===== src/rtl/mmio_pkg.sv =====
// mmio_pkg: shared constants and types for the MMIO UART peripheral.
// Holds register offsets, STATUS bit positions, the UART FSM state type
// and the divisor clamp helper.
package mmio_pkg;

    // Byte offsets of the UART registers inside the 16-byte window
    localparam logic [3:0] UART_TXDATA  = 4'h0;
    localparam logic [3:0] UART_RXDATA  = 4'h4;
    localparam logic [3:0] UART_STATUS  = 4'h8;
    localparam logic [3:0] UART_DIVISOR = 4'hC;

    // STATUS register bit positions
    localparam int ST_TX_BUSY    = 0;
    localparam int ST_TX_FULL    = 1;
    localparam int ST_RX_VALID   = 2;
    localparam int ST_RX_OVERRUN = 3;
    localparam int ST_FRAME_ERR  = 4;

    // Smallest cycles-per-bit the shifters can run at
    localparam logic [15:0] UART_DIV_MIN = 16'd4;

    typedef enum logic [1:0] {
        IDLE  = 2'd0,
        START = 2'd1,
        DATA  = 2'd2,
        STOP  = 2'd3
    } uart_state_t;

    // Raise a too-small divisor to the minimum the FSMs can handle
    function automatic logic [15:0] clamp_div(input logic [15:0] v);
        return (v < UART_DIV_MIN) ? UART_DIV_MIN : v;
    endfunction

endpackage


===== src/rtl/uart_rx_fifo.sv =====
// uart_rx_fifo: receive buffer for mmio_uart.
// With MMIO_UART_RX_FIFO_EN defined it is a 4-entry FIFO with wrapping
// 2-bit pointers; otherwise it is a single holding register.
// A push is accepted when not full, or when a pop happens in the same cycle.
module uart_rx_fifo
    import mmio_pkg::*;
(
    input  logic       clk,
    input  logic       rst,
    input  logic       push_i,
    input  logic [7:0] data_i,
    input  logic       pop_i,
    output logic       full_o,
    output logic       empty_o,
    output logic [7:0] head_o
);

`ifdef MMIO_UART_RX_FIFO_EN
    logic [7:0] mem_q [4];
    logic [1:0] wptr_q;
    logic [1:0] rptr_q;
    logic [2:0] count_q;
    logic       do_pop;
    logic       do_push;

    assign do_pop  = pop_i && (count_q != 3'd0);
    assign do_push = push_i && ((count_q != 3'd4) || do_pop);

    // Pointer and occupancy tracking; pointers wrap naturally at 4
    always_ff @(posedge clk) begin
        if (rst) begin
            wptr_q  <= 2'd0;
            rptr_q  <= 2'd0;
            count_q <= 3'd0;
        end else begin
            if (do_push) wptr_q <= wptr_q + 2'd1;
            if (do_pop)  rptr_q <= rptr_q + 2'd1;
            case ({do_push, do_pop})
                2'b10:   count_q <= count_q + 3'd1;
                2'b01:   count_q <= count_q - 3'd1;
                default: count_q <= count_q;
            endcase
        end
    end

    // Storage array, written only on an accepted push
    always_ff @(posedge clk) begin
        if (do_push) mem_q[wptr_q] <= data_i;
    end

    assign full_o  = (count_q == 3'd4);
    assign empty_o = (count_q == 3'd0);
    assign head_o  = mem_q[rptr_q];
`else
    logic [7:0] data_q;
    logic       valid_q;
    logic       valid_d;
    logic       do_pop;
    logic       do_push;

    assign do_pop  = pop_i && valid_q;
    assign do_push = push_i && (!valid_q || do_pop);

    // Occupancy of the single holding register
    always_comb begin
        valid_d = valid_q;
        if (do_push)     valid_d = 1'b1;
        else if (do_pop) valid_d = 1'b0;
    end

    // Valid flag register
    always_ff @(posedge clk) begin
        if (rst) valid_q <= 1'b0;
        else     valid_q <= valid_d;
    end

    // Byte storage, written only on an accepted push
    always_ff @(posedge clk) begin
        if (do_push) data_q <= data_i;
    end

    assign full_o  = valid_q;
    assign empty_o = !valid_q;
    assign head_o  = data_q;
`endif

endmodule


===== src/rtl/mmio_uart.sv =====
// mmio_uart: memory-mapped 8N1 UART responder on the core MMIO bus.
// Registers: TXDATA (0x0), RXDATA (0x4), STATUS (0x8), DIVISOR (0xC).
// Build option MMIO_UART_RX_FIFO_EN selects a 4-entry RX FIFO instead of
// a single RX holding register (see uart_rx_fifo).
module mmio_uart
    import mmio_pkg::*;
#(
    parameter logic [31:0] BASE_ADDR = 32'h1000_0100,
    parameter int          CLK_HZ    = 100_000_000,
    parameter int          BAUD      = 115_200
) (
    input  logic        clk,
    input  logic        rst,
    input  logic [31:0] mmio_i_addr,
    input  logic [3:0]  mmio_i_wmask,
    input  logic [31:0] mmio_i_wdata,
    output logic [31:0] mmio_o_rdata,
    input  logic        uart_i_rxd,
    output logic        uart_o_txd
);

    localparam logic [15:0] DIV_RESET = 16'(CLK_HZ / BAUD);
    localparam logic [1:0]  REG_TX    = UART_TXDATA[3:2];
    localparam logic [1:0]  REG_RX    = UART_RXDATA[3:2];
    localparam logic [1:0]  REG_ST    = UART_STATUS[3:2];
    localparam logic [1:0]  REG_DIV   = UART_DIVISOR[3:2];

    // ---------------- bus decode ----------------
    logic       sel;
    logic [1:0] reg_idx;
    logic       wr_tx;
    logic       wr_pop;
    logic       wr_status;
    logic       wr_div;
    logic       unused_bits;

    assign sel       = (mmio_i_addr[31:4] == BASE_ADDR[31:4]);
    assign reg_idx   = mmio_i_addr[3:2];
    assign wr_tx     = sel && (reg_idx == REG_TX)  && mmio_i_wmask[0];
    assign wr_pop    = sel && (reg_idx == REG_RX)  && (|mmio_i_wmask);
    assign wr_status = sel && (reg_idx == REG_ST)  && mmio_i_wmask[0];
    assign wr_div    = sel && (reg_idx == REG_DIV) && (|mmio_i_wmask[1:0]);
    assign unused_bits = ^{mmio_i_addr[1:0], mmio_i_wdata[31:16]};

    // ---------------- divisor register ----------------
    logic [15:0] div_q;
    logic [15:0] div_d;

    // Byte-merge the write, then clamp to the minimum divisor
    always_comb begin
        div_d = div_q;
        if (wr_div) begin
            div_d[7:0]  = mmio_i_wmask[0] ? mmio_i_wdata[7:0]  : div_q[7:0];
            div_d[15:8] = mmio_i_wmask[1] ? mmio_i_wdata[15:8] : div_q[15:8];
            div_d       = clamp_div(div_d);
        end
    end

    // Divisor state
    always_ff @(posedge clk) begin
        if (rst) div_q <= DIV_RESET;
        else     div_q <= div_d;
    end

    // ---------------- TX path ----------------
    uart_state_t tx_state_q;
    logic [15:0] tx_cnt_q;
    logic [15:0] tx_div_q;
    logic [2:0]  tx_bit_q;
    logic [7:0]  tx_shift_q;
    logic [7:0]  tx_hold_q;
    logic        tx_full_q;
    logic        txd_q;
    logic        tx_load;
    logic        tx_accept;

    // The shifter empties the holding register in the same edge a new
    // write lands, so a write in the load cycle is accepted.
    assign tx_load   = (tx_state_q == IDLE) && tx_full_q;
    assign tx_accept = wr_tx && (!tx_full_q || tx_load);

    // Holding register occupancy
    always_ff @(posedge clk) begin
        if (rst)            tx_full_q <= 1'b0;
        else if (tx_accept) tx_full_q <= 1'b1;
        else if (tx_load)   tx_full_q <= 1'b0;
    end

    // Holding register data
    always_ff @(posedge clk) begin
        if (tx_accept) tx_hold_q <= mmio_i_wdata[7:0];
    end

    // TX frame FSM: each state holds for the divisor latched at frame start
    always_ff @(posedge clk) begin
        if (rst) begin
            tx_state_q <= IDLE;
            txd_q      <= 1'b1;
            tx_cnt_q   <= 16'd0;
            tx_bit_q   <= 3'd0;
            tx_div_q   <= DIV_RESET;
        end else begin
            case (tx_state_q)
                IDLE: begin
                    if (tx_full_q) begin
                        tx_state_q <= START;
                        txd_q      <= 1'b0;
                        tx_shift_q <= tx_hold_q;
                        tx_div_q   <= div_q;
                        tx_cnt_q   <= div_q - 16'd1;
                    end
                end
                START: begin
                    if (tx_cnt_q == 16'd0) begin
                        tx_state_q <= DATA;
                        txd_q      <= tx_shift_q[0];
                        tx_bit_q   <= 3'd0;
                        tx_cnt_q   <= tx_div_q - 16'd1;
                    end else begin
                        tx_cnt_q <= tx_cnt_q - 16'd1;
                    end
                end
                DATA: begin
                    if (tx_cnt_q == 16'd0) begin
                        tx_cnt_q <= tx_div_q - 16'd1;
                        if (tx_bit_q == 3'd7) begin
                            tx_state_q <= STOP;
                            txd_q      <= 1'b1;
                        end else begin
                            txd_q      <= tx_shift_q[1];
                            tx_shift_q <= {1'b0, tx_shift_q[7:1]};
                            tx_bit_q   <= tx_bit_q + 3'd1;
                        end
                    end else begin
                        tx_cnt_q <= tx_cnt_q - 16'd1;
                    end
                end
                STOP: begin
                    if (tx_cnt_q == 16'd0) tx_state_q <= IDLE;
                    else                   tx_cnt_q   <= tx_cnt_q - 16'd1;
                end
                default: tx_state_q <= IDLE;
            endcase
        end
    end

    assign uart_o_txd = txd_q;

    // ---------------- RX path ----------------
    logic        rx_s1_q;
    logic        rx_s2_q;
    logic        rx_prev_q;
    uart_state_t rx_state_q;
    logic [15:0] rx_cnt_q;
    logic [15:0] rx_div_q;
    logic [2:0]  rx_bit_q;
    logic [7:0]  rx_shift_q;
    logic        rx_stop_smp;
    logic        rx_push;
    logic        rx_ferr;

    // Two-flop synchroniser plus a delayed copy for falling-edge detection
    always_ff @(posedge clk) begin
        if (rst) begin
            rx_s1_q   <= 1'b1;
            rx_s2_q   <= 1'b1;
            rx_prev_q <= 1'b1;
        end else begin
            rx_s1_q   <= uart_i_rxd;
            rx_s2_q   <= rx_s1_q;
            rx_prev_q <= rx_s2_q;
        end
    end

    // RX frame FSM: start is re-checked at mid-bit, then sample every divisor
    always_ff @(posedge clk) begin
        if (rst) begin
            rx_state_q <= IDLE;
            rx_cnt_q   <= 16'd0;
            rx_bit_q   <= 3'd0;
            rx_div_q   <= DIV_RESET;
        end else begin
            case (rx_state_q)
                IDLE: begin
                    if (rx_prev_q && !rx_s2_q) begin
                        rx_state_q <= START;
                        rx_div_q   <= div_q;
                        rx_cnt_q   <= (div_q >> 1) - 16'd1;
                    end
                end
                START: begin
                    if (rx_cnt_q == 16'd0) begin
                        if (rx_s2_q) begin
                            rx_state_q <= IDLE;
                        end else begin
                            rx_state_q <= DATA;
                            rx_bit_q   <= 3'd0;
                            rx_cnt_q   <= rx_div_q - 16'd1;
                        end
                    end else begin
                        rx_cnt_q <= rx_cnt_q - 16'd1;
                    end
                end
                DATA: begin
                    if (rx_cnt_q == 16'd0) begin
                        rx_shift_q <= {rx_s2_q, rx_shift_q[7:1]};
                        rx_cnt_q   <= rx_div_q - 16'd1;
                        if (rx_bit_q == 3'd7) rx_state_q <= STOP;
                        else                  rx_bit_q   <= rx_bit_q + 3'd1;
                    end else begin
                        rx_cnt_q <= rx_cnt_q - 16'd1;
                    end
                end
                STOP: begin
                    if (rx_cnt_q == 16'd0) rx_state_q <= IDLE;
                    else                   rx_cnt_q   <= rx_cnt_q - 16'd1;
                end
                default: rx_state_q <= IDLE;
            endcase
        end
    end

    assign rx_stop_smp = (rx_state_q == STOP) && (rx_cnt_q == 16'd0);
    assign rx_push     = rx_stop_smp && rx_s2_q;
    assign rx_ferr     = rx_stop_smp && !rx_s2_q;

    // ---------------- RX buffer and status flags ----------------
    logic       fifo_full;
    logic       fifo_empty;
    logic [7:0] fifo_head;
    logic       rx_valid;
    logic       ovr_q;
    logic       ovr_d;
    logic       ferr_q;
    logic       ferr_d;

    uart_rx_fifo u_rx_fifo (
        .clk     (clk),
        .rst     (rst),
        .push_i  (rx_push),
        .data_i  (rx_shift_q),
        .pop_i   (wr_pop),
        .full_o  (fifo_full),
        .empty_o (fifo_empty),
        .head_o  (fifo_head)
    );

    assign rx_valid = !fifo_empty;

    // Sticky error flags: a new error in the clearing cycle wins
    always_comb begin
        ovr_d  = ovr_q  & ~(wr_status & mmio_i_wdata[ST_RX_OVERRUN]);
        ferr_d = ferr_q & ~(wr_status & mmio_i_wdata[ST_FRAME_ERR]);
        if (rx_push && fifo_full && !wr_pop) ovr_d  = 1'b1;
        if (rx_ferr)                         ferr_d = 1'b1;
    end

    // Error flag state
    always_ff @(posedge clk) begin
        if (rst) begin
            ovr_q  <= 1'b0;
            ferr_q <= 1'b0;
        end else begin
            ovr_q  <= ovr_d;
            ferr_q <= ferr_d;
        end
    end

    // ---------------- read path ----------------
    logic [31:0] rdata_q;
    logic [31:0] rdata_d;
    logic [4:0]  status;

    always_comb begin
        status                = 5'd0;
        status[ST_TX_BUSY]    = (tx_state_q != IDLE);
        status[ST_TX_FULL]    = tx_full_q;
        status[ST_RX_VALID]   = rx_valid;
        status[ST_RX_OVERRUN] = ovr_q;
        status[ST_FRAME_ERR]  = ferr_q;
    end

    // Read mux; an empty RX buffer reads as zero rather than a stale byte
    always_comb begin
        rdata_d = 32'd0;
        if (sel) begin
            case (reg_idx)
                REG_RX:  rdata_d = {23'd0, rx_valid, rx_valid ? fifo_head : 8'h00};
                REG_ST:  rdata_d = {27'd0, status};
                REG_DIV: rdata_d = {16'd0, div_q};
                default: rdata_d = 32'd0;
            endcase
        end
    end

    // One-cycle registered read data
    always_ff @(posedge clk) begin
        if (rst) rdata_q <= 32'd0;
        else     rdata_q <= rdata_d;
    end

    assign mmio_o_rdata = rdata_q;

endmodule


===== config.mk =====
export PLATFORM = sky130hd
export DESIGN_NAME = mmio_uart
export DESIGN_NICKNAME = d
export VERILOG_FILES = /design/src/rtl/mmio_pkg.sv /design/src/rtl/uart_rx_fifo.sv /design/src/rtl/mmio_uart.sv
export SDC_FILE = /design/constraint.sdc
export NUM_CORES = 1
export LEC_CHECK = 0
export CORE_MARGIN = 10
export CORE_UTILIZATION = 56
export DETAILED_ROUTE_END_ITERATION = 7
export GPL_TIMING_DRIVEN = 0
export PLACE_DENSITY = 0.8
export SLEW_MARGIN = 20
export SYNTH_ARGS = -nofsm -noshare
export SYNTH_HDL_FRONTEND = slang
export SYNTH_HIERARCHICAL = 1
export SYNTH_SLANG_ARGS = --single-unit
export TNS_END_PERCENT = 20

===== constraint.sdc =====
create_clock -name clk -period 4.3 [get_ports clk]
set_input_delay 0.645 -clock clk [delete_from_list [all_inputs] [get_ports clk]]
set_output_delay 0.645 -clock clk [all_outputs]
set_load 0.005 [all_outputs]

==> impl_metrics.csv, run 1 <==
group,metric,value,unit
setup_path,cp.arrival,3.43,ns
final_layout,mostFrequentLayoutCells,"nand2_1, dfxtp_1, a21oi_1, nor2_1, clkdlybuf4s50_1",
setup_path,max_stage_delay,0.86,ns
sta,report.final.slew_viol_count,0,
drt,vias,8150,
final_layout,finalNonFillerCells,1291,
logic_synthesis,synthArstFlopShare,0,%
cts,clk_pin_slew,0.06,ns
sta,finalSetupViolCount,0,
cts,root_buffer,"clkbuf_16",
floorplan,num_rows,44,
cts,cts_max_level,4,
pwr,p_leak,3.51,nW
logic_synthesis,synthDistinctLibCells,78,
run_status,status,"completed",
global_route,grt_max_degree,17,
drt,dr.first_iter.drc_count,989,
setup_path,crit_required,4.35,ns
logic_synthesis,ys_seq_elements,146,
final_layout,fin_util,68.1,%
pwr,power.density,525,nW/um^2
cts,cts_tree,"built",
setup_path,reg2reg_from,"tx_cnt_q[0]",
setup_path,slowest_stage,"nor3_1",
final_layout,areaGrowthSynthToFinish,18.9,%
logic_synthesis,postSynthCellCount,994,
logic_synthesis,synth-main-ff-cell,"dfxtp_1",
floorplan,core,14500,um^2
drt,drt-pass1-iter-count,6,
drt,wl_per_cell,20.2,um
final_layout,final_nets,1187,
setup_path,worstSetupStartpointType,"flop",
global_route,antenna_found_initial,0,
sta,rsz0062_at_grt,"no",
logic_synthesis,synth_top_cell_by_area,"dfxtp_1",
setup_path,critPathKind,"reg2reg",
logic_synthesis,netlist_top_cells_area,"dfxtp_1, edfxtp_1, nand2_1",
floorplan,die-height,142,um
placed_design,port_buffers,67,
placed_design,dp.final_hpwl,19100,um
setup_path,path_delay_family,"simple AND/OR/NAND/NOR gates",
drt,detail-route-antenna-nets,0,
drt,route.detailed.drc,0,
cts,clk-insertion-delay-late,0.44,ns
floorplan,initial_utilization,57.3,%
drt,viasPerCell,6.31,
final_layout,antenna_cells,0,
sta,min_period,3.38,ns
cts,clockBufferDepth,2,
global_route,grt_pass1_wl,40800,um
sta,hold_viol,0,
placed_design,placedCellCount,1260,
final_layout,layout_commonest_cell,"nand2_1",
logic_synthesis,yosysSeqAreaShare,39.0,%
job,cap_violations,0,
floorplan,pin_count,104,
cts,ctsResizeCount,0,
cts,cts_buffers,17,
global_route,grt_usage,25.5,%
setup_path,cp_num_buf_inv,3,
logic_synthesis,netlist.area_leader.share,27.4,%
sta,slew_headroom,30.7,%
cts,holdBufCountCts,0,
setup_path,endpoint_kind,"flop",
hold_path,min_from,"rx_s1_q",
sta,max_freq,0.296,GHz
final_layout,fillCellCount,1149,
hold_path,hold_path.class,"reg2reg",
placed_design,place.gp.congestion,0.941,
sta,finalClockSkew,0.0103,ns
logic_synthesis,synth-edff-count,32,
sta,post-route-period-util,78.6,%
floorplan,dieWidth,142,um
setup_path,cp_max_fo,10,
final_layout,layout-drive-gt1-share,7.41,%
global_route,grt_pass1_vias,7589,
logic_synthesis,netlist_area,8320,um^2
logic_synthesis,avgSynthCellArea,8.37,um^2
setup_path,worstSetupStartpoint,"tx_cnt_q[0]",
pwr,vdd_drop_max,0.385,mV
logic_synthesis,yosysWarnings,6,
cts,cts_sinks,146,
global_route,grt-ovfl-total,0,
drt,wl,26000,um
floorplan,die_area,20100,um^2
sta,setup_tns,0,ns
sta,worst-slew-pin-transition,1.03,ns
setup_path,crit_chain,"inv_1 > ha_1 > or3b_1 > or3_1 > buf_2 > or2_4 > buf_6 > nor2_1 > mux2i_1 > nor3_1",
cts,postCtsSetupBuffers,0,
[where the power goes]
part	switching (mW)	internal, mW
combinational	1.32	0.751
clock	0.626	0.919
sequential	0.102	1.48
[synthesized netlist by cell type (8+ instances only)]
| master | number |
|---|---|
| and2_1 | 11 |
| nand3_1 | 52 |
| nor3_1 | 34 |
| a21oi_1 | 77 |
| mux2_2 | 9 |
| xor2_1 | 30 |
| nand4_1 | 18 |
| a22oi_1 | 11 |
| nand2b_1 | 8 |
| nor4_1 | 21 |
| ha_1 | 21 |
| buf_4 | 17 |
| o211ai_1 | 10 |
| nand2_1 | 125 |
| dfxtp_1 | 114 |
| o21ai_0 | 26 |
| mux2i_1 | 8 |
| nor2_1 | 76 |
| inv_1 | 28 |
| nor3b_1 | 10 |
| a211oi_1 | 14 |
| a32oi_1 | 11 |
| clkbuf_1 | 52 |
| edfxtp_1 | 32 |
| xnor2_1 | 38 |
| or3_1 | 8 |
[cell type report]
class	count	area (um^2)	area share, %
clock buffers	17	425	4.30
clock inverters	14	180	1.82
plain buffers	80	377	3.81
inverters	29	109	1.10
well taps	184	230	2.33
multi-input cells	754	4660	47.1
repair buffers	67	671	6.78
flip-flops and latches	146	3240	32.8
[cell families after synthesis]
kind of cell / share of synthesized area [%]
buf+inv: 5.83
other cells: 0.0451
simple gates: 25.4
fa+ha+maj: 3.16
compound gates: 17.3
flops: 39.0
xor+xnor: 7.16
mux: 2.18
[registers in the layout, summed over array words and instances (netlist names), 2 cells and up, named ones only]
register,count
div_q,16
rx_shift_q,8
u_rx_fifo/head_o,8
mmio_o_rdata,16
rx_bit_q,3
rx_div_q,16
tx_state_q,2
tx_cnt_q,16
tx_div_q,16
tx_shift_q,8
rx_cnt_q,16
tx_hold_q,8
tx_bit_q,3
[worst reg2reg max path, cell delays in order (launching register included)]
cell and delay (ns):
dfxtp_1 0.35, inv_1 0.07, ha_1 0.19, or3b_1 0.42, or3_1 0.35, buf_2 0.19, or2_4 0.25, buf_6 0.15
nor2_1 0.09, mux2i_1 0.07, nor3_1 0.86
[metal layers]
layer,wire length (um),share of wire [%],up-vias,GRT usage (%)
li1,-,-,3774,-
met1,10400,40,3834,31.5
met2,12500,48,463,42.3
met3,2280,8.7,79,4.81
met4,845,3.2,0,11.2
met5,0,0,-,0
[final timing paths]
path | cells past startpoint | to | slack [ns]
max | 10 | tx_shift_q[5] | 0.92
min | 1 | rx_s2_q | 0.42
max reg2reg | 10 | tx_shift_q[5] | 0.92
min reg2reg | 1 | rx_s2_q | 0.42
[per-stage QoR]
stage | worst slack [ns] | instance area [um^2] | hold slack (ns) | power (mW)
detailed placement | 0.850 | 9290 | 0.406 | 3.58
CTS | 0.877 | 9890 | 0.419 | 5.12
finish | 0.921 | 9890 | 0.419 | 5.19
global route | 0.707 | 9890 | 0.432 | 5.40
global placement | 0.990 | 9280 | 0.392 | 3.57
floorplan | 1.36 | 8380 | 0.389 | 3.06
No activity file was read; power rests on OpenSTA's default activity.
==> inputs of run 2 (changes only) <==
==> constraint.sdc (replaced) <==
create_clock -name clk -period 3.26 [get_ports clk]
set_input_delay 0.489 -clock clk [delete_from_list [all_inputs] [get_ports clk]]
set_output_delay 0.489 -clock clk [all_outputs]
set_load 0.005 [all_outputs]
==> run 2 against run 1 <==
  * Count of clock-buffer cells in the layout stayed put
  * Sequential cell count stayed put
  * Critical endpoint unchanged
  * Combinational power is 32% higher
  * Clock skew hardly changed
  * Sequential power is 32% higher
  * Total power is 32% higher
==> impl_metrics.csv, run 2 (synthesized netlist as in run 1, its figures left out) <==
group,metric,value,unit
run_status,status,"completed",
final_layout,layout-drive-gt1-share,7.50,%
sta,min_period,3.10,ns
sta,finalSetupViolCount,0,
final_layout,fin_util,68.1,%
sta,hold_ws,0.419,ns
drt,wl_per_cell,20.2,um
sta,max_freq,0.323,GHz
sta,post-route-period-util,95.0,%
final_layout,areaGrowthSynthToFinish,18.9,%
drt,detail-route-antenna-nets,0,
placed_design,port_buffers,67,
sta,hold_viol,0,
final_layout,final_nets,1187,
setup_path,cp.arrival,3.16,ns
setup_path,worstSetupStartpointType,"flop",
setup_path,slowest_stage,"nor3_2",
cts,root_buffer,"clkbuf_16",
placed_design,place.gp.congestion,0.941,
pwr,switching_share,39.4,%
drt,wl,26000,um
setup_path,critPathKind,"reg2reg",
placed_design,dp.final_hpwl,19100,um
sta,rsz0062_at_grt,"no",
cts,cts_max_level,4,
global_route,grt_pass1_wl,40800,um
cts,postCtsSetupBuffers,0,
global_route,grt-ovfl-total,0,
global_route,antenna_found_initial,0,
floorplan,pin_count,104,
drt,route.detailed.drc,0,
sta,worst-slew-pin-transition,0.930,ns
placed_design,placed_area,9290,um^2
cts,cts_sinks,146,
global_route,grt_usage,25.5,%
sta,slew_headroom,37.4,%
floorplan,core,14500,um^2
sta,setup_tns,0,ns
pwr,p_clk_share,29.8,%
drt,dr.first_iter.drc_count,1044,
final_layout,finalNonFillerCells,1291,
pwr,p_seq_share,30.4,%
setup_path,max_stage_delay,0.57,ns
placed_design,placedCellCount,1260,
floorplan,die-height,142,um
floorplan,die_area,20100,um^2
pwr,combPwrFrac,39.8,%
setup_path,crit_required,3.33,ns
final_layout,stdcell_area,9900,um^2
floorplan,initial_utilization,57.3,%
pwr,p_leak,3.51,nW
job,cap_violations,0,
sta,report.final.slew_viol_count,0,
setup_path,crit_chain,"inv_1 > ha_1 > or3b_1 > or3_1 > buf_2 > or2_4 > buf_6 > nor2_1 > mux2i_1 > nor3_2",
global_route,grt_max_degree,17,
cts,clk_pin_slew,0.06,ns
cts,cts_tree,"built",
drt,vias,8103,
hold_path,hold_path.class,"reg2reg",
pwr,vdd_drop_max,0.508,mV
cts,cts_buffers,17,
global_route,grt_pass1_vias,7588,
sta,finalClockSkew,0.0103,ns
setup_path,cp_max_fo,10,
cts,clockBufferDepth,2,
placed_design,pre_cts_slack,-0.190,ns
drt,viasPerCell,6.28,
pwr,power.density,692,nW/um^2
final_layout,antenna_cells,0,
pwr,power_switching,2.70,mW
sta,worst_slack,0.165,ns
final_layout,fillCellCount,1149,
floorplan,dieWidth,142,um
pwr,finalPower,6.85,mW
floorplan,num_rows,44,
setup_path,endpoint_kind,"flop",
final_layout,mostFrequentLayoutCells,"nand2_1, dfxtp_1, a21oi_1, nor2_1, clkdlybuf4s50_1",
final_layout,layout_commonest_cell,"nand2_1",
pwr,p_int,4.15,mW
cts,clk-insertion-delay-late,0.44,ns
drt,drt-pass1-iter-count,6,
run 2: changes by cell type in the layout (fill, tap and decap cells not counted):
cell | before | now
nor3_1 | 34 | 33
nor3_2 | 2 | 3
run 2: worst paths after layout:
| kind | startpoint | to | slack (ns) | depth (start not counted) |
|---|---|---|---|---|
| worst max-delay path | tx_cnt_q[0] | tx_shift_q[5] | 0.16 | 10 |
| worst min-delay path | rx_s1_q | rx_s2_q | 0.42 | 1 |
| worst max register to register | tx_cnt_q[0] | tx_shift_q[5] | 0.16 | 10 |
| worst min register to register | rx_s1_q | rx_s2_q | 0.42 | 1 |
run 2: power groups by stage:
stage / sequential [mW] / clock, mW / combinational (mW)
2_1_floorplan: 2.08 / 0 / 1.95
3_3_place_gp: 2.11 / 0 / 2.60
3_5_place_dp: 2.12 / 0 / 2.61
4_1_cts: 2.08 / 2.04 / 2.64
5_1_grt: 2.10 / 2.11 / 2.91
6_report: 2.08 / 2.04 / 2.73
run 2: critical path: cells and delay by family (launching register included):
kind / cells / cell delay (ns)
buf+inv: 3 / 0.41
fa+ha+maj: 1 / 0.19
flops: 1 / 0.35
simple gates: 5 / 1.68
mux: 1 / 0.09
run 2: cell type report:
class	count	area, um^2	area share (%)
repair buffers	67	671	6.78
clock buffers	17	425	4.30
well taps	184	230	2.33
flip-flops and latches	146	3240	32.8
plain buffers	80	377	3.81
inverters	29	109	1.10
multi-input cells	754	4660	47.1
clock inverters	14	180	1.82
run 2: per-layer routing:
layer / wire (um) / global-route usage, % / vias up
met2: 12400 / 42.3 / 417
li1: - / - / 3772
met5: 0 / 0 / -
met3: 2010 / 4.81 / 89
met4: 986 / 11.2 / 0
met1: 10700 / 31.5 / 3825
run 2: timing repair:
item / CTS / global route
hold buffers: 0 / 0
gates resized for setup: 1 / 0
setup endpoints to repair: 8 / 0
==> variant: new RTL, config.mk and constraints of run 1 <==
Add an input register stage for `mmio_i_addr`, `mmio_i_wmask`, `mmio_i_wdata` and `uart_i_rxd`, without a reset; this delays them by one clock.
--- a/src/rtl/mmio_uart.sv
+++ b/src/rtl/mmio_uart.sv
@@ -26,4 +26,16 @@
     localparam logic [1:0]  REG_DIV   = UART_DIVISOR[3:2];
 
+    logic [31:0] mmio_i_addr_q;
+    logic [3:0] mmio_i_wmask_q;
+    logic [31:0] mmio_i_wdata_q;
+    logic uart_i_rxd_q;
+
+    always_ff @(posedge clk) begin
+        mmio_i_addr_q  <= mmio_i_addr;
+        mmio_i_wmask_q <= mmio_i_wmask;
+        mmio_i_wdata_q <= mmio_i_wdata;
+        uart_i_rxd_q   <= uart_i_rxd;
+    end
+
     // ---------------- bus decode ----------------
     logic       sel;
@@ -35,11 +47,11 @@
     logic       unused_bits;
 
-    assign sel       = (mmio_i_addr[31:4] == BASE_ADDR[31:4]);
-    assign reg_idx   = mmio_i_addr[3:2];
-    assign wr_tx     = sel && (reg_idx == REG_TX)  && mmio_i_wmask[0];
-    assign wr_pop    = sel && (reg_idx == REG_RX)  && (|mmio_i_wmask);
-    assign wr_status = sel && (reg_idx == REG_ST)  && mmio_i_wmask[0];
-    assign wr_div    = sel && (reg_idx == REG_DIV) && (|mmio_i_wmask[1:0]);
-    assign unused_bits = ^{mmio_i_addr[1:0], mmio_i_wdata[31:16]};
+    assign sel       = (mmio_i_addr_q[31:4] == BASE_ADDR[31:4]);
+    assign reg_idx   = mmio_i_addr_q[3:2];
+    assign wr_tx     = sel && (reg_idx == REG_TX)  && mmio_i_wmask_q[0];
+    assign wr_pop    = sel && (reg_idx == REG_RX)  && (|mmio_i_wmask_q);
+    assign wr_status = sel && (reg_idx == REG_ST)  && mmio_i_wmask_q[0];
+    assign wr_div    = sel && (reg_idx == REG_DIV) && (|mmio_i_wmask_q[1:0]);
+    assign unused_bits = ^{mmio_i_addr_q[1:0], mmio_i_wdata_q[31:16]};
 
     // ---------------- divisor register ----------------
@@ -51,6 +63,6 @@
         div_d = div_q;
         if (wr_div) begin
-            div_d[7:0]  = mmio_i_wmask[0] ? mmio_i_wdata[7:0]  : div_q[7:0];
-            div_d[15:8] = mmio_i_wmask[1] ? mmio_i_wdata[15:8] : div_q[15:8];
+            div_d[7:0]  = mmio_i_wmask_q[0] ? mmio_i_wdata_q[7:0]  : div_q[7:0];
+            div_d[15:8] = mmio_i_wmask_q[1] ? mmio_i_wdata_q[15:8] : div_q[15:8];
             div_d       = clamp_div(div_d);
         end
@@ -89,5 +101,5 @@
     // Holding register data
     always_ff @(posedge clk) begin
-        if (tx_accept) tx_hold_q <= mmio_i_wdata[7:0];
+        if (tx_accept) tx_hold_q <= mmio_i_wdata_q[7:0];
     end
 
@@ -167,5 +179,5 @@
             rx_prev_q <= 1'b1;
         end else begin
-            rx_s1_q   <= uart_i_rxd;
+            rx_s1_q   <= uart_i_rxd_q;
             rx_s2_q   <= rx_s1_q;
             rx_prev_q <= rx_s2_q;
@@ -250,6 +262,6 @@
     // Sticky error flags: a new error in the clearing cycle wins
     always_comb begin
-        ovr_d  = ovr_q  & ~(wr_status & mmio_i_wdata[ST_RX_OVERRUN]);
-        ferr_d = ferr_q & ~(wr_status & mmio_i_wdata[ST_FRAME_ERR]);
+        ovr_d  = ovr_q  & ~(wr_status & mmio_i_wdata_q[ST_RX_OVERRUN]);
+        ferr_d = ferr_q & ~(wr_status & mmio_i_wdata_q[ST_FRAME_ERR]);
         if (rx_push && fifo_full && !wr_pop) ovr_d  = 1'b1;
         if (rx_ferr)                         ferr_d = 1'b1;
Check against the original RTL: not equivalent (Yosys sat finds a counterexample within 4 cycles, from zero or initial values and one cycle with rst high).
==> variant against run 1 <==
Cell area grew 9.8%. Clock skew is 0.0039 ns higher. Core utilization shrank 0.15 points. Cell count up 4.8%. Synthesized area is 11% higher. Sequential cell count up 51. Power grew 15%. Routed wire length hardly changed. Via count down 1.3%. Worst setup slack better by 0.28 ns. Maximum frequency up 8.9%. Clock power rose by 4%. Critical path type is now input pin to flip-flop. Critical endpoint is now tx_shift_q[3]$_DFFE_PP_. Largest power group unchanged. Highest routed layer unchanged.
==> variant: results (changes against run 1) <==
- The critical path is of the input pin to flip-flop type.
- The global-route wire length before repair was 42000 µm (+3.0%).
* Start point of the critical path: rst
- Clk cell area share: 5.59% (-0.54 points)
- The final RePlAce weighted congestion was 0.966 (+2.7%).
* Clock slew seen by the registers of the worst setup and hold paths: 0.08 ns (+0.02 ns)
- Final #Nets: 1217 (+2.5%)
- Proportion of layout cells with a drive suffix above 1: 7.92% (+0.51 points)
- Status: completed
- The leakage dissipation was 4.10 nW (+17%).
- The share of synthesized area occupied by flip-flops and latches came to 46.1% (+7.2 points).
- The total track usage was 23.7% (-1.7 points).
* Comb_multi_in: 735 (-2.5%)
- The setup slack on the worst flop-to-flop path came to 1.22 ns (+0.30 ns).
- Fmax: 322 MHz (+8.9%)
- The length in cells of the worst reg-to-reg path was 5 (-5).
- Hold Startpoint: uart_i_rxd_q$_DFF_P_
- The number of signal-net inverters in the final layout was 31 (+6.9%).
* Critical register-to-register path startpoint: tx_cnt_q[11]$_SDFFE_PP0P_
* Half-perimeter wire length of the detailed placement result: 19100 µm (about the same)
- Via count of the first global-routing pass: 7843 (+3.3%)
* Buffers excl. clock: 142 (-3.4%)
- The fraction of area in non-clock buffers is 9.67% (-0.91 points).
- Yosys cell types: 79 (+1.3%)
- Kind of path behind the tightest hold check: flip-flop to flip-flop
- Ranked by total cell area, the synthesized netlist is headed by sky130_fd_sc_hd__dfxtp_1 (36%), sky130_fd_sc_hd__edfxtp_1 (10%), sky130_fd_sc_hd__nand2_1 (5.0%), sky130_fd_sc_hd__a21oi_1 (4.5%), sky130_fd_sc_hd__xor2_1 (3.5%).
* # fillers: 1313 (+14%)
- Number of buffers added by the clock tree synthesis step: 17 (unchanged)
* Endpoint of the most critical register-to-register path: tx_shift_q[3]$_DFFE_PP_
- Clock insertion delay at the later pin of the skew report: 0.44 ns (about the same)
* Routed Wire Length: 26000 µm (about the same)
- Per-cell via count in the routed design: 5.95 (-5.8%)
- Pin count of the biggest net entering global routing: 23 (+6)
- Register fraction of the total cell area: 39.2% (+6.5 points)
* Layout clock buffers: 18 (+1)
* Tightest Pin Transition: 1.09 ns (+0.0562 ns)
* Pre-CTS setup slack: 0.793 ns (-0.0566 ns)
* Count of buffers inserted at the top-level ports: 69 (+3.0%)
- Hold EP: rx_s1_q$_SDFF_PP1_
- The required arrival time at the worst endpoint is 4.36 ns (about the same).
- The delay of the slowest critical-path stage was 0.99 ns (+0.13 ns).
- Number of sequential storage elements: 197 (+35%)
==> variant: cell types whose count changed after synthesis, sizes merged, moves of 9 or more <==
cell / change
nand4: -9
dfxtp: +51
and2: -9
clkbuf: -9
a22o: +12
and3: +11
xnor2: -12
nor2: -22
==> variant: per-layer routing <==
layer | wire length, µm | track usage [%] | vias up
met5 | 0 | 0 | -
met4 | 599 | 9.76 | 0
met3 | 2250 | 5.67 | 39
met2 | 12300 | 38.1 | 365
met1 | 10900 | 30.0 | 3769
li1 | - | - | 3871
==> variant: cell families (layout without fill, tap and decap cells) <==
group	count (synthesis)	in the layout	share of synthesized area (%)
mux	13	13	1.52
fa+ha+maj	22	22	2.98
xor+xnor	63	63	5.97
buf+inv	104	205	5.16
simple gates	388	388	21.6
flops	197	197	46.1
other cells	1	16	0.0406
compound gates	233	233	16.6
==> variant: critical path, delay by kind of cell <==
| family | cells | cell delay [ns] |
|---|---|---|
| buf+inv | 3 | 1.53 |
| simple gates | 1 | 0.99 |
==> variant: metrics by stage <==
step           area, µm²  hold slack [ns]  utilization (%)  total power [mW]  cells
2_1_floorplan       9300            0.389                -              3.77   1036
4_1_cts            10900            0.425             67.9              5.95   1353
6_report           10900            0.419             67.9              5.99   1353
3_5_place_dp       10300            0.402             64.1              4.36   1321
5_1_grt            10900            0.436             67.9              6.33   1353
3_3_place_gp       10300            0.391             64.1              4.33   1321
==> variant: report_power, final <==
part	switching, mW	internal [mW]
Sequential	0.131	1.99
Clock	0.806	0.798
Combinational	1.45	0.826
Total	2.39	3.61
